$ cat config.mk
export PLATFORM = sky130hd
export DESIGN_NAME = fu_alloc_ctrl_flat
export DESIGN_NICKNAME = d
export VERILOG_FILES = /design/src/rtl/fu_alloc_ctrl_pkg.sv /design/src/rtl/fu_alloc_ctrl_if.sv /design/src/rtl/fu_occupancy.sv /design/src/rtl/fu_alloc_ctrl.sv /design/src/flat_wrapper.sv
export SDC_FILE = /design/constraint.sdc
export NUM_CORES = 1
export LEC_CHECK = 0
export CORE_MARGIN = 5
export CORE_UTILIZATION = 40
export CTS_CLUSTER_DIAMETER = 40
export DETAILED_ROUTE_END_ITERATION = 8
export DONT_BUFFER_PORTS = 1
export GPL_TIMING_DRIVEN = 0
export PLACE_DENSITY = 0.64
export RECOVER_POWER = 100
export SLEW_MARGIN = 20
export SYNTH_ARGS = -nofsm -noshare
export SYNTH_HDL_FRONTEND = slang
export SYNTH_HIERARCHICAL = 1
export SYNTH_SLANG_ARGS = --single-unit
$ cat constraint.sdc
create_clock -name i_clock -period 2.4 [get_ports i_clock]
set_clock_uncertainty 0.2 [all_clocks]
set_input_delay 0.12 -clock i_clock [delete_from_list [all_inputs] [get_ports i_clock]]
set_output_delay 0.12 -clock i_clock [all_outputs]
set_load 0.02 [all_outputs]
$ cat src/rtl/fu_alloc_ctrl_pkg.sv
// Shared configuration, operation categories and FU pool helpers for fu_alloc_ctrl.
package fu_alloc_ctrl_pkg;

    localparam int unsigned N          = 3;
    localparam int unsigned NUM_ALU    = 2;
    localparam int unsigned NUM_MULT   = 1;
    localparam int unsigned NUM_BRANCH = 1;
    localparam int unsigned NUM_MEM    = 1;
    localparam int unsigned MULT_LAT   = 4;

    localparam int unsigned FU_MAX_AM = (NUM_ALU > NUM_MULT) ? NUM_ALU : NUM_MULT;
    localparam int unsigned FU_MAX_BM = (NUM_BRANCH > NUM_MEM) ? NUM_BRANCH : NUM_MEM;
    localparam int unsigned FU_MAX    = (FU_MAX_AM > FU_MAX_BM) ? FU_MAX_AM : FU_MAX_BM;
    localparam int unsigned IDX_W     = (FU_MAX > 1) ? $clog2(FU_MAX) : 1;

    typedef logic [IDX_W-1:0] FU_IDX;

    typedef enum logic [2:0] {
        CAT_ALU    = 3'd0,
        CAT_MULT   = 3'd1,
        CAT_BRANCH = 3'd2,
        CAT_MEM    = 3'd3,
        CAT_CSR    = 3'd4,
        CAT_NOP    = 3'd5
    } OP_CATEGORY;

    typedef enum logic [2:0] {
        POOL_NONE,
        POOL_ALU,
        POOL_MULT,
        POOL_BRANCH,
        POOL_MEM
    } fu_pool_e;

    typedef enum logic {
        OCC_IDLE,
        OCC_BUSY
    } occ_state_e;

    // CSR ops execute on the ALUs, so they share that pool.
    function automatic fu_pool_e cat_pool(input OP_CATEGORY cat);
        case (cat)
            CAT_ALU, CAT_CSR: return POOL_ALU;
            CAT_MULT:         return POOL_MULT;
            CAT_BRANCH:       return POOL_BRANCH;
            CAT_MEM:          return POOL_MEM;
            default:          return POOL_NONE;
        endcase
    endfunction

endpackage

$ cat src/rtl/fu_alloc_ctrl_if.sv
// Issue-side bundle: issue slots and completions in, availability and bindings out.
interface fu_alloc_ctrl_if;
    import fu_alloc_ctrl_pkg::*;

    logic                    mispredict;
    logic [N-1:0]            issue_valid;
    OP_CATEGORY [N-1:0]      issue_cat;
    logic [NUM_MEM-1:0]      mem_done;

    logic [NUM_ALU-1:0]      alu_avail;
    logic [NUM_BRANCH-1:0]   branch_avail;
    logic [NUM_MULT-1:0]     mult_avail;
    logic [NUM_MEM-1:0]      mem_avail;
    logic [N-1:0]            fu_valid;
    FU_IDX [N-1:0]           fu_idx;
    logic [NUM_MULT-1:0]     mult_done;
    logic                    alloc_fault;

    modport master (
        output mispredict, issue_valid, issue_cat, mem_done,
        input  alu_avail, branch_avail, mult_avail, mem_avail,
        input  fu_valid, fu_idx, mult_done, alloc_fault
    );

    modport slave (
        input  mispredict, issue_valid, issue_cat, mem_done,
        output alu_avail, branch_avail, mult_avail, mem_avail,
        output fu_valid, fu_idx, mult_done, alloc_fault
    );

endinterface

$ cat src/rtl/fu_occupancy.sv
// Busy tracker for one FU: fixed-latency countdown (FIXED_LAT>0) or done handshake (FIXED_LAT=0).
module fu_occupancy
    import fu_alloc_ctrl_pkg::*;
#(
    parameter int unsigned FIXED_LAT = 0
) (
    input  logic i_clock,
    input  logic i_reset,
    input  logic i_bind,
    input  logic i_flush,
    input  logic i_done,
    output logic o_busy,
    output logic o_done,
    output logic o_spurious
);

    localparam int unsigned CNT_W    = (FIXED_LAT > 1) ? $clog2(FIXED_LAT + 1) : 1;
    localparam int unsigned LOAD     = (FIXED_LAT > 0) ? FIXED_LAT - 1 : 0;
    localparam logic        IS_FIXED = (FIXED_LAT != 0);

    occ_state_e       r_state, w_state_d;
    logic [CNT_W-1:0] r_cnt, w_cnt_d;

    always_ff @(posedge i_clock or negedge i_reset) begin
        if (!i_reset) begin
            r_state <= OCC_IDLE;
            r_cnt   <= '0;
        end else begin
            r_state <= w_state_d;
            r_cnt   <= w_cnt_d;
        end
    end

    always_comb begin
        w_state_d = r_state;
        w_cnt_d   = r_cnt;
        o_done    = 1'b0;
        unique case (r_state)
            OCC_IDLE: begin
                if (i_bind) begin
                    w_state_d = OCC_BUSY;
                    w_cnt_d   = CNT_W'(LOAD);
                end
            end
            OCC_BUSY: begin
                if (IS_FIXED) begin
                    // A flush discards the in-flight result, so no completion pulse.
                    if (i_flush) begin
                        w_state_d = OCC_IDLE;
                    end else if (r_cnt == '0) begin
                        o_done    = 1'b1;
                        w_state_d = OCC_IDLE;
                    end else begin
                        w_cnt_d = r_cnt - 1'b1;
                    end
                end else if (i_done) begin
                    w_state_d = OCC_IDLE;
                end
            end
            default: w_state_d = OCC_IDLE;
        endcase
    end

    assign o_busy     = (r_state == OCC_BUSY);
    assign o_spurious = i_done & (r_state == OCC_IDLE);

endmodule

$ cat src/rtl/fu_alloc_ctrl.sv
// FU allocation controller: slot-ordered binder over per-category availability,
// with occupancy tracking for multipliers and memory units.
module fu_alloc_ctrl
    import fu_alloc_ctrl_pkg::*;
(
    input  logic            i_clock,
    input  logic            i_reset,
    fu_alloc_ctrl_if.slave  bus
);

    logic                  r_live;
    logic                  r_fault;
    logic [NUM_ALU-1:0]    w_alu_free;
    logic [NUM_BRANCH-1:0] w_br_free;
    logic [NUM_MULT-1:0]   w_mult_free, w_mult_bind, w_mult_busy, w_mult_spur;
    logic [NUM_MEM-1:0]    w_mem_free, w_mem_bind, w_mem_busy, w_mem_spur, w_unused_mem_fin;
    logic                  w_hit, w_miss;
    fu_pool_e              w_pool;

    // r_live keeps every avail vector flop-derived and low throughout reset.
    always_ff @(posedge i_clock or negedge i_reset) begin
        if (!i_reset) begin
            r_live  <= 1'b0;
            r_fault <= 1'b0;
        end else begin
            r_live  <= 1'b1;
            r_fault <= r_fault | w_miss | (|w_mult_spur) | (|w_mem_spur);
        end
    end

    assign bus.alu_avail    = {NUM_ALU{r_live}};
    assign bus.branch_avail = {NUM_BRANCH{r_live}};
    assign bus.mult_avail   = {NUM_MULT{r_live}} & ~w_mult_busy;
    assign bus.mem_avail    = {NUM_MEM{r_live}} & ~w_mem_busy;
    assign bus.alloc_fault  = r_fault;

    always_comb begin
        w_alu_free   = bus.alu_avail;
        w_br_free    = bus.branch_avail;
        w_mult_free  = bus.mult_avail;
        w_mem_free   = bus.mem_avail;
        bus.fu_valid = '0;
        bus.fu_idx   = '0;
        w_miss       = 1'b0;
        w_hit        = 1'b0;
        w_pool       = POOL_NONE;
        for (int s = 0; s < N; s++) begin
            w_hit  = 1'b0;
            w_pool = (bus.issue_valid[s] && !bus.mispredict) ? cat_pool(bus.issue_cat[s])
                                                             : POOL_NONE;
            unique case (w_pool)
                POOL_ALU: for (int u = 0; u < NUM_ALU; u++) begin
                    if (!w_hit && w_alu_free[u]) begin
                        w_hit = 1'b1; bus.fu_idx[s] = FU_IDX'(u); w_alu_free[u] = 1'b0;
                    end
                end
                POOL_BRANCH: for (int u = 0; u < NUM_BRANCH; u++) begin
                    if (!w_hit && w_br_free[u]) begin
                        w_hit = 1'b1; bus.fu_idx[s] = FU_IDX'(u); w_br_free[u] = 1'b0;
                    end
                end
                POOL_MULT: for (int u = 0; u < NUM_MULT; u++) begin
                    if (!w_hit && w_mult_free[u]) begin
                        w_hit = 1'b1; bus.fu_idx[s] = FU_IDX'(u); w_mult_free[u] = 1'b0;
                    end
                end
                POOL_MEM: for (int u = 0; u < NUM_MEM; u++) begin
                    if (!w_hit && w_mem_free[u]) begin
                        w_hit = 1'b1; bus.fu_idx[s] = FU_IDX'(u); w_mem_free[u] = 1'b0;
                    end
                end
                default: ;
            endcase
            bus.fu_valid[s] = w_hit;
            if (w_pool != POOL_NONE && !w_hit) w_miss = 1'b1;
        end
    end

    // Units taken this cycle are exactly those whose free bit the binder cleared.
    assign w_mult_bind = bus.mult_avail & ~w_mult_free;
    assign w_mem_bind  = bus.mem_avail & ~w_mem_free;

    for (genvar j = 0; j < NUM_MULT; j++) begin : g_mult
        fu_occupancy #(.FIXED_LAT(MULT_LAT)) u_occ (
            .i_clock    (i_clock),
            .i_reset    (i_reset),
            .i_bind     (w_mult_bind[j]),
            .i_flush    (bus.mispredict),
            .i_done     (1'b0),
            .o_busy     (w_mult_busy[j]),
            .o_done     (bus.mult_done[j]),
            .o_spurious (w_mult_spur[j])
        );
    end

    for (genvar j = 0; j < NUM_MEM; j++) begin : g_mem
        fu_occupancy #(.FIXED_LAT(0)) u_occ (
            .i_clock    (i_clock),
            .i_reset    (i_reset),
            .i_bind     (w_mem_bind[j]),
            .i_flush    (bus.mispredict),
            .i_done     (bus.mem_done[j]),
            .o_busy     (w_mem_busy[j]),
            .o_done     (w_unused_mem_fin[j]),
            .o_spurious (w_mem_spur[j])
        );
    end

endmodule

$ cat src/flat_wrapper.sv
// flat-port wrapper written by rule: the top's interface ports become plain ports
module fu_alloc_ctrl_flat import fu_alloc_ctrl_pkg::*;
  (i_clock, i_reset, bus_mispredict, bus_issue_valid, bus_issue_cat, bus_mem_done, bus_alu_avail, bus_branch_avail, bus_mult_avail, bus_mem_avail, bus_fu_valid, bus_fu_idx, bus_mult_done, bus_alloc_fault);
  fu_alloc_ctrl_if bus_i ();
  input  logic i_clock;
  input  logic i_reset;
  input wire logic [$bits(bus_i.mispredict)-1:0] bus_mispredict;
  input wire logic [$bits(bus_i.issue_valid)-1:0] bus_issue_valid;
  input wire logic [$bits(bus_i.issue_cat)-1:0] bus_issue_cat;
  input wire logic [$bits(bus_i.mem_done)-1:0] bus_mem_done;
  output wire logic [$bits(bus_i.alu_avail)-1:0] bus_alu_avail;
  output wire logic [$bits(bus_i.branch_avail)-1:0] bus_branch_avail;
  output wire logic [$bits(bus_i.mult_avail)-1:0] bus_mult_avail;
  output wire logic [$bits(bus_i.mem_avail)-1:0] bus_mem_avail;
  output wire logic [$bits(bus_i.fu_valid)-1:0] bus_fu_valid;
  output wire logic [$bits(bus_i.fu_idx)-1:0] bus_fu_idx;
  output wire logic [$bits(bus_i.mult_done)-1:0] bus_mult_done;
  output wire logic [$bits(bus_i.alloc_fault)-1:0] bus_alloc_fault;
  assign bus_i.mispredict = bus_mispredict;
  assign bus_i.issue_valid = bus_issue_valid;
  assign bus_i.issue_cat = bus_issue_cat;
  assign bus_i.mem_done = bus_mem_done;
  assign bus_alu_avail = bus_i.alu_avail;
  assign bus_branch_avail = bus_i.branch_avail;
  assign bus_mult_avail = bus_i.mult_avail;
  assign bus_mem_avail = bus_i.mem_avail;
  assign bus_fu_valid = bus_i.fu_valid;
  assign bus_fu_idx = bus_i.fu_idx;
  assign bus_mult_done = bus_i.mult_done;
  assign bus_alloc_fault = bus_i.alloc_fault;
  fu_alloc_ctrl u_core (.i_clock(i_clock), .i_reset(i_reset), .bus(bus_i));
endmodule
== Yosys cells after proc, flatten, opt, wreduce, memory -nomap -nowiden ==
Index checks and enable logic that the tools add are counted.

* Bitwise logic cells: 11
* $add $sub $neg: 1
* Muxes and demuxes: 61
* Reduce and logical (&&, ||, !) cells: 27
* Equal/unequal tests: 27

{| class="wikitable"
|+ Operators with widths
! kind !! count
|-
| 1-bit two-way mux || 44
|-
| 3-bit by 2-bit equality test with 1-bit output, second input constant || 12
|-
| 3-bit one-hot mux with 4 select lines || 3
|-
| 3-bit by 1-bit equality test with 1-bit output, second input constant || 6
|-
| 3-bit equality test, second input constant || 6
|-
| 3-bit two-way mux || 6
|-
| 3-bit logical NOT || 4
|-
| 1-bit one-hot mux with 4 select lines || 3
|-
| 1-bit logical AND || 9
|-
| 3-bit nonzero test || 3
|-
| 1-bit logical NOT || 7
|-
| 2-bit inequality test, second input constant || 3
|-
| 3-bit one-hot mux with 2 select lines || 1
|-
| 2-bit OR reduction || 3
|-
| 1-bit bitwise AND || 5
|-
| 2-bit two-way mux || 2
|-
| 1-bit inverter || 4
|-
| 1-bit one-hot mux with 2 select lines || 2
|-
| 3-bit AND reduction || 1
|-
| 3-bit by 1-bit subtractor with 3-bit output, second input constant || 1
|-
| 1-bit OR || 2
|}

* Output and inout port bits: 13
* Bits in registers: 7

== Longest topological paths before layout ==
* Word-level depth: 27
* Mapped depth: 6
* Depth with buffers taken out: 6

== By module ==
The synthesis kept the hierarchy.

{| class="wikitable"
|+ By module, submodules not included
! module !! times used !! cells each !! sequential area each (um2) !! area each (um2)
|-
| fu_alloc_ctrl || 1 || 59 || 50.0 || 480.5
|-
| fu_occupancy at u_core.g_mult[0].u_occ || 1 || 25 || 100.1 || 249.0
|-
| fu_occupancy at u_core.g_mem[0].u_occ || 1 || 6 || 25.0 || 51.3
|}

== Worst setup path before layout ==
OpenSTA, ideal clock, no wires.

* Path kind: register to register
* Start: register u_core.r_live (netlist: u_core/bus.branch_avail)
* End: register u_core.r_fault (netlist: u_core/bus.alloc_fault)
* Clock period less this slack: 1796 ps
* Stages on the path, launching flop included: 7
* Required time: 2060 ps
* Slack: 604 ps
* Arrival time: 1456 ps
* Buffers on the path: 0
* Path through: dfrtp_1 -> nand2b_1 -> inv_2 -> nand3_1 -> and3b_1 -> nor4_1 -> o221ai_2

* Elaborated cells between the ends (all ways): 49
* Classes of those cells: mux (33); bitwise (4); reduce/logical (12)

{| class="wikitable"
|+ RTL lines
! element !! RTL line !! text
|-
| start: declaration || fu_alloc_ctrl.sv:11 || <nowiki>logic r_live;</nowiki>
|-
| start signal: assignment || fu_alloc_ctrl.sv:23 || <nowiki>r_live <= 1'b0;</nowiki>
|-
| start signal: assignment || fu_alloc_ctrl.sv:26 || <nowiki>r_live <= 1'b1;</nowiki>
|-
| 1-bit bitwise AND * || fu_alloc_ctrl.sv:34 || <nowiki>assign bus.mem_avail = {NUM_MEM{r_live}} & ~w_mem_busy;</nowiki>
|-
| via bus_mem_avail || flat_wrapper.sv:14 || <nowiki>output wire logic [$bits(bus_i.mem_avail)-1:0] bus_mem_avail;</nowiki>
|-
| 1-bit two-way mux (on tied branches) || fu_alloc_ctrl.sv:68, fu_alloc_ctrl.sv:51 ||
|-
| 1-bit one-hot mux with 4 select lines (tied with other cells) || fu_alloc_ctrl.sv:51 || <nowiki>unique case (w_pool)</nowiki>
|-
| 1-bit logical NOT (tied with other cells) || fu_alloc_ctrl.sv:75 || <nowiki>if (w_pool != POOL_NONE && !w_hit) w_miss = 1'b1;</nowiki>
|-
| 1-bit logical AND (tied with other cells) || fu_alloc_ctrl.sv:75 ||
|-
| 1-bit two-way mux (tied with other cells) || fu_alloc_ctrl.sv:75 ||
|-
| 1-bit two-way mux / 1-bit logical AND (equally long branches) || fu_alloc_ctrl.sv:75 ||
|-
| 1-bit two-way mux * || fu_alloc_ctrl.sv:75 ||
|-
| 1-bit OR * (2 in a row) || fu_alloc_ctrl.sv:27 || <nowiki>r_fault <= r_fault | w_miss | (|w_mult_spur) | (|w_mem_spur);</nowiki>
|-
| end signal: assignment || fu_alloc_ctrl.sv:27 ||
|-
| end: declaration || fu_alloc_ctrl.sv:12 || <nowiki>logic r_fault;</nowiki>
|}

Mark *: on every way through the listed nets, which the timed path passes. The rest lies on a longest branch. The select of a mux whose other input is x is not followed.
A chain may end at the register's enable or synchronous reset.

== Worst setup path in the final report ==
* Start: register u_core.r_live (netlist: u_core/bus.branch_avail)
* End: output bus_fu_idx[2]

* Cells in the longest elaborated chain, start to end: 12
* Elaborated cells between the ends (all ways): 18
* Classes of those cells: mux (12); reduce/logical (6)

{| class="wikitable"
|+ RTL lines
! element !! RTL line !! text
|-
| 1-bit two-way mux || fu_alloc_ctrl.sv:53 || <nowiki>if (!w_hit && w_alu_free[u]) begin</nowiki>
|-
| 1-bit two-way mux || fu_alloc_ctrl.sv:51 ||
|-
| 1-bit logical NOT || fu_alloc_ctrl.sv:53 ||
|-
| 1-bit logical AND || fu_alloc_ctrl.sv:53 ||
|-
| 1-bit two-way mux || fu_alloc_ctrl.sv:53 ||
|-
| 2-bit two-way mux * || fu_alloc_ctrl.sv:51 ||
|-
| 1-bit logical AND || fu_alloc_ctrl.sv:53 ||
|-
| 1-bit two-way mux || fu_alloc_ctrl.sv:53 ||
|-
| 2-bit two-way mux * || fu_alloc_ctrl.sv:51 ||
|-
| 1-bit logical AND * || fu_alloc_ctrl.sv:53 ||
|-
| 1-bit two-way mux * || fu_alloc_ctrl.sv:53 ||
|-
| 1-bit two-way mux * || n/a ||
|-
| end: declaration || flat_wrapper.sv:16 || <nowiki>output wire logic [$bits(bus_i.fu_idx)-1:0] bus_fu_idx;</nowiki>
|}

Mark *: on every way between the ends. The rest lies on a longest branch, timed or not. The select of a mux whose other input is x is not followed.

==> impl_metrics.toml <==
[sta]
rsz0062_at_grt = "false"
period_minus_slack_ps = 2200
hold_ws_ps = -2.10
setup_tns_ps = 0
setup_violations = 0
post-route-period-util_pct = 91.5
final-max-slew-violation-count = 0
fmax_ghz = 0.455
finalHoldViolCount = 3
fin_ws_ps = 204
max_slew_margin_pct = 36.9
worst_pin_slew_ps = 938

[place]
pre_cts_slack_ps = 323
placed_area_um2 = 805
gp_congestion = 0.804
port_buffers = 0
dp_hpwl_um = 1540
place_inst = 114

[synthesis]
yosysWarnings = 6
syn_inst = 88
netlist_area_um2 = 769
avgSynthCellArea_um2 = 8.74

[floorplanning]
start_util_pct = 43.2
die_x_um = 53.9
core_region_area_mm2 = 0.00178
ios = 29
fp-row-count = 15
die_h_um = 53.9
die-area_mm2 = 0.00290

[cells_and_area]
nets = 121
drive_above_1_share_pct = 18.6
fin_cells = 127
final_cell_mix = "9 x dlygate4sd3_1, 7 x nand2b_1, 7 x dfrtp_1, 5 x nand2_1, 5 x buf_4"
final_area_um2 = 922
diodes = 0
area_growth_syn_to_layout_pct = 19.8
final_common_cell = "dlygate4sd3_1"

[worst_setup_path]
slowest_stage = "nor4_1"
path_buf_inv = 0
path_cells = "nand2b_1 > nor4_1"
cp.required_ps = 2080
slowest_delay_ps = 790
startpoint_type = "register"
crit_arrival_ps = 1880
endpoint_kind = "output port"
path_class = "register to output port"
path_delay_family = "simple AND/OR/NAND/NOR gates"
cp_max_fo = 11

[min_path]
hold_class = "input pin to async pin"

[pwr]
swShare_pct = 35.2
power_uw = 463
power_density_mw_per_mm2 = 502
netSwitchingPower_uw = 163
vdd_drop_max_mv = 0.361
power_frac_clock_pct = 22.9
seqPwrFrac_pct = 37.5
p_int_uw = 300
p_leak_uw = 0.000357
combPwrFrac_pct = 39.7

[clock_tree]
clock_path_buffers = 2
path_clk_slew_ps = 50
clock_sinks = 7
root_buffer = "clkbuf_4"
htree_levels = 1
cts_setup_buffers = 0
cts_tree = "built"
cts_buffers = 3
clk_latency_ps = 250

[grt]
overflow = 0
use_met1_pct = 17.3
gr-max-usage-layer = "met2"
grt_pass1_vias = 747
use_met3_pct = 3.88
grt_max_degree = 12
grt_util_all_layers_pct = 15.9
grt_use_met2_pct = 27.8
grt_pass1_wl_um = 3300
antenna_found_initial = 0

[route]
first_pass_iters = 4
routed_wl_um = 2040
drc = 0
vias_per_cell = 5.81
drt_iter0_markers = 3
ant_nets = 0
avgRoutedWirePerCell_um = 16.1
vias = 738

[flow_run]
drv_cap = 0

[outcome]
violations = "hold timing"
outcome = "finished with violations"
==> power groups by stage <==
| stage | clock network, uW | logic (uW) | registers [uW] |
|---|---|---|---|
| after CTS | 110 | 182 | 174 |
| after global routing | 121 | 207 | 181 |
| after floorplan | 0 | 129 | 170 |
| after global placement | 0 | 149 | 174 |
| after detailed placement | 0 | 154 | 176 |
| final | 106 | 184 | 174 |
==> per-stage QoR <==
stage,hold WS [ps],utilization (%)
floorplan,-376,-
global placement,-375,45.1
detailed placement,-375,45.1
CTS,4.23,51.6
global route,0.490,51.7
finish,-2.10,51.7
==> per-layer routing <==
layer  part of all wire, %  routed length [um]  up-vias
li1                      -                   -      359
met1                    40                 821      354
met2                    50                1020       21
met3                   8.2                 168        4
met4                   1.8                  36        0
met5                     0                   0        -
==> registers in the layout (all words and copies together), names as in the netlist <==
| name | flops |
|---|---|
| u_core/bus.branch_avail | 1 |
| u_core/g_mem.u_occ/o_busy | 1 |
| u_core/bus.alloc_fault | 1 |
| u_core/g_mult.u_occ/o_busy | 1 |
| u_core/g_mult.u_occ/r_cnt | 3 |
==> final timing paths <==
kind | endpoint | depth (start not counted) | slack (ps) | from
min in group i_clock | u_core/bus.alloc_fault$_DFF_PN0_ | 3 | 20 | bus_issue_valid[1]
setup reg to reg | u_core/g_mem[0].u_occ/o_busy$_DFF_PN0_ | 5 | 270 | u_core/bus.branch_avail$_DFF_PN0_
setup / recovery | bus_fu_idx[2] | 2 | 200 | u_core/bus.branch_avail$_DFF_PN0_
max in group asynchronous | u_core/g_mult[0].u_occ/r_cnt[1]$_DFFE_PN0P_ | 1 | 1760 | i_reset
hold / removal | u_core/g_mult[0].u_occ/o_busy$_DFF_PN0_ | 1 | -2 | i_reset
hold reg to reg | u_core/g_mult[0].u_occ/r_cnt[1]$_DFFE_PN0P_ | 2 | 350 | u_core/g_mult[0].u_occ/r_cnt[1]$_DFFE_PN0P_
==> area by class of cell <==
type,instances,area [um2]
Sequential cell,7,175
Timing Repair Buffer,9,90.1
Tap cell,25,31.3
Fill cell,185,861
Buffer,5,37.5
Multi-Input combinational cell,73,547
Clock buffer,4,26.3
Inverter,4,15.0
==> repair_timing <==
item                                    4_1_cts  5_1_grt
resized for setup                             0        1
endpoints found under the hold margin        13        0
hold buffers                                  9        0
endpoints found under the setup margin        0        2
Note: power is estimated with default switching activity, not from simulation.
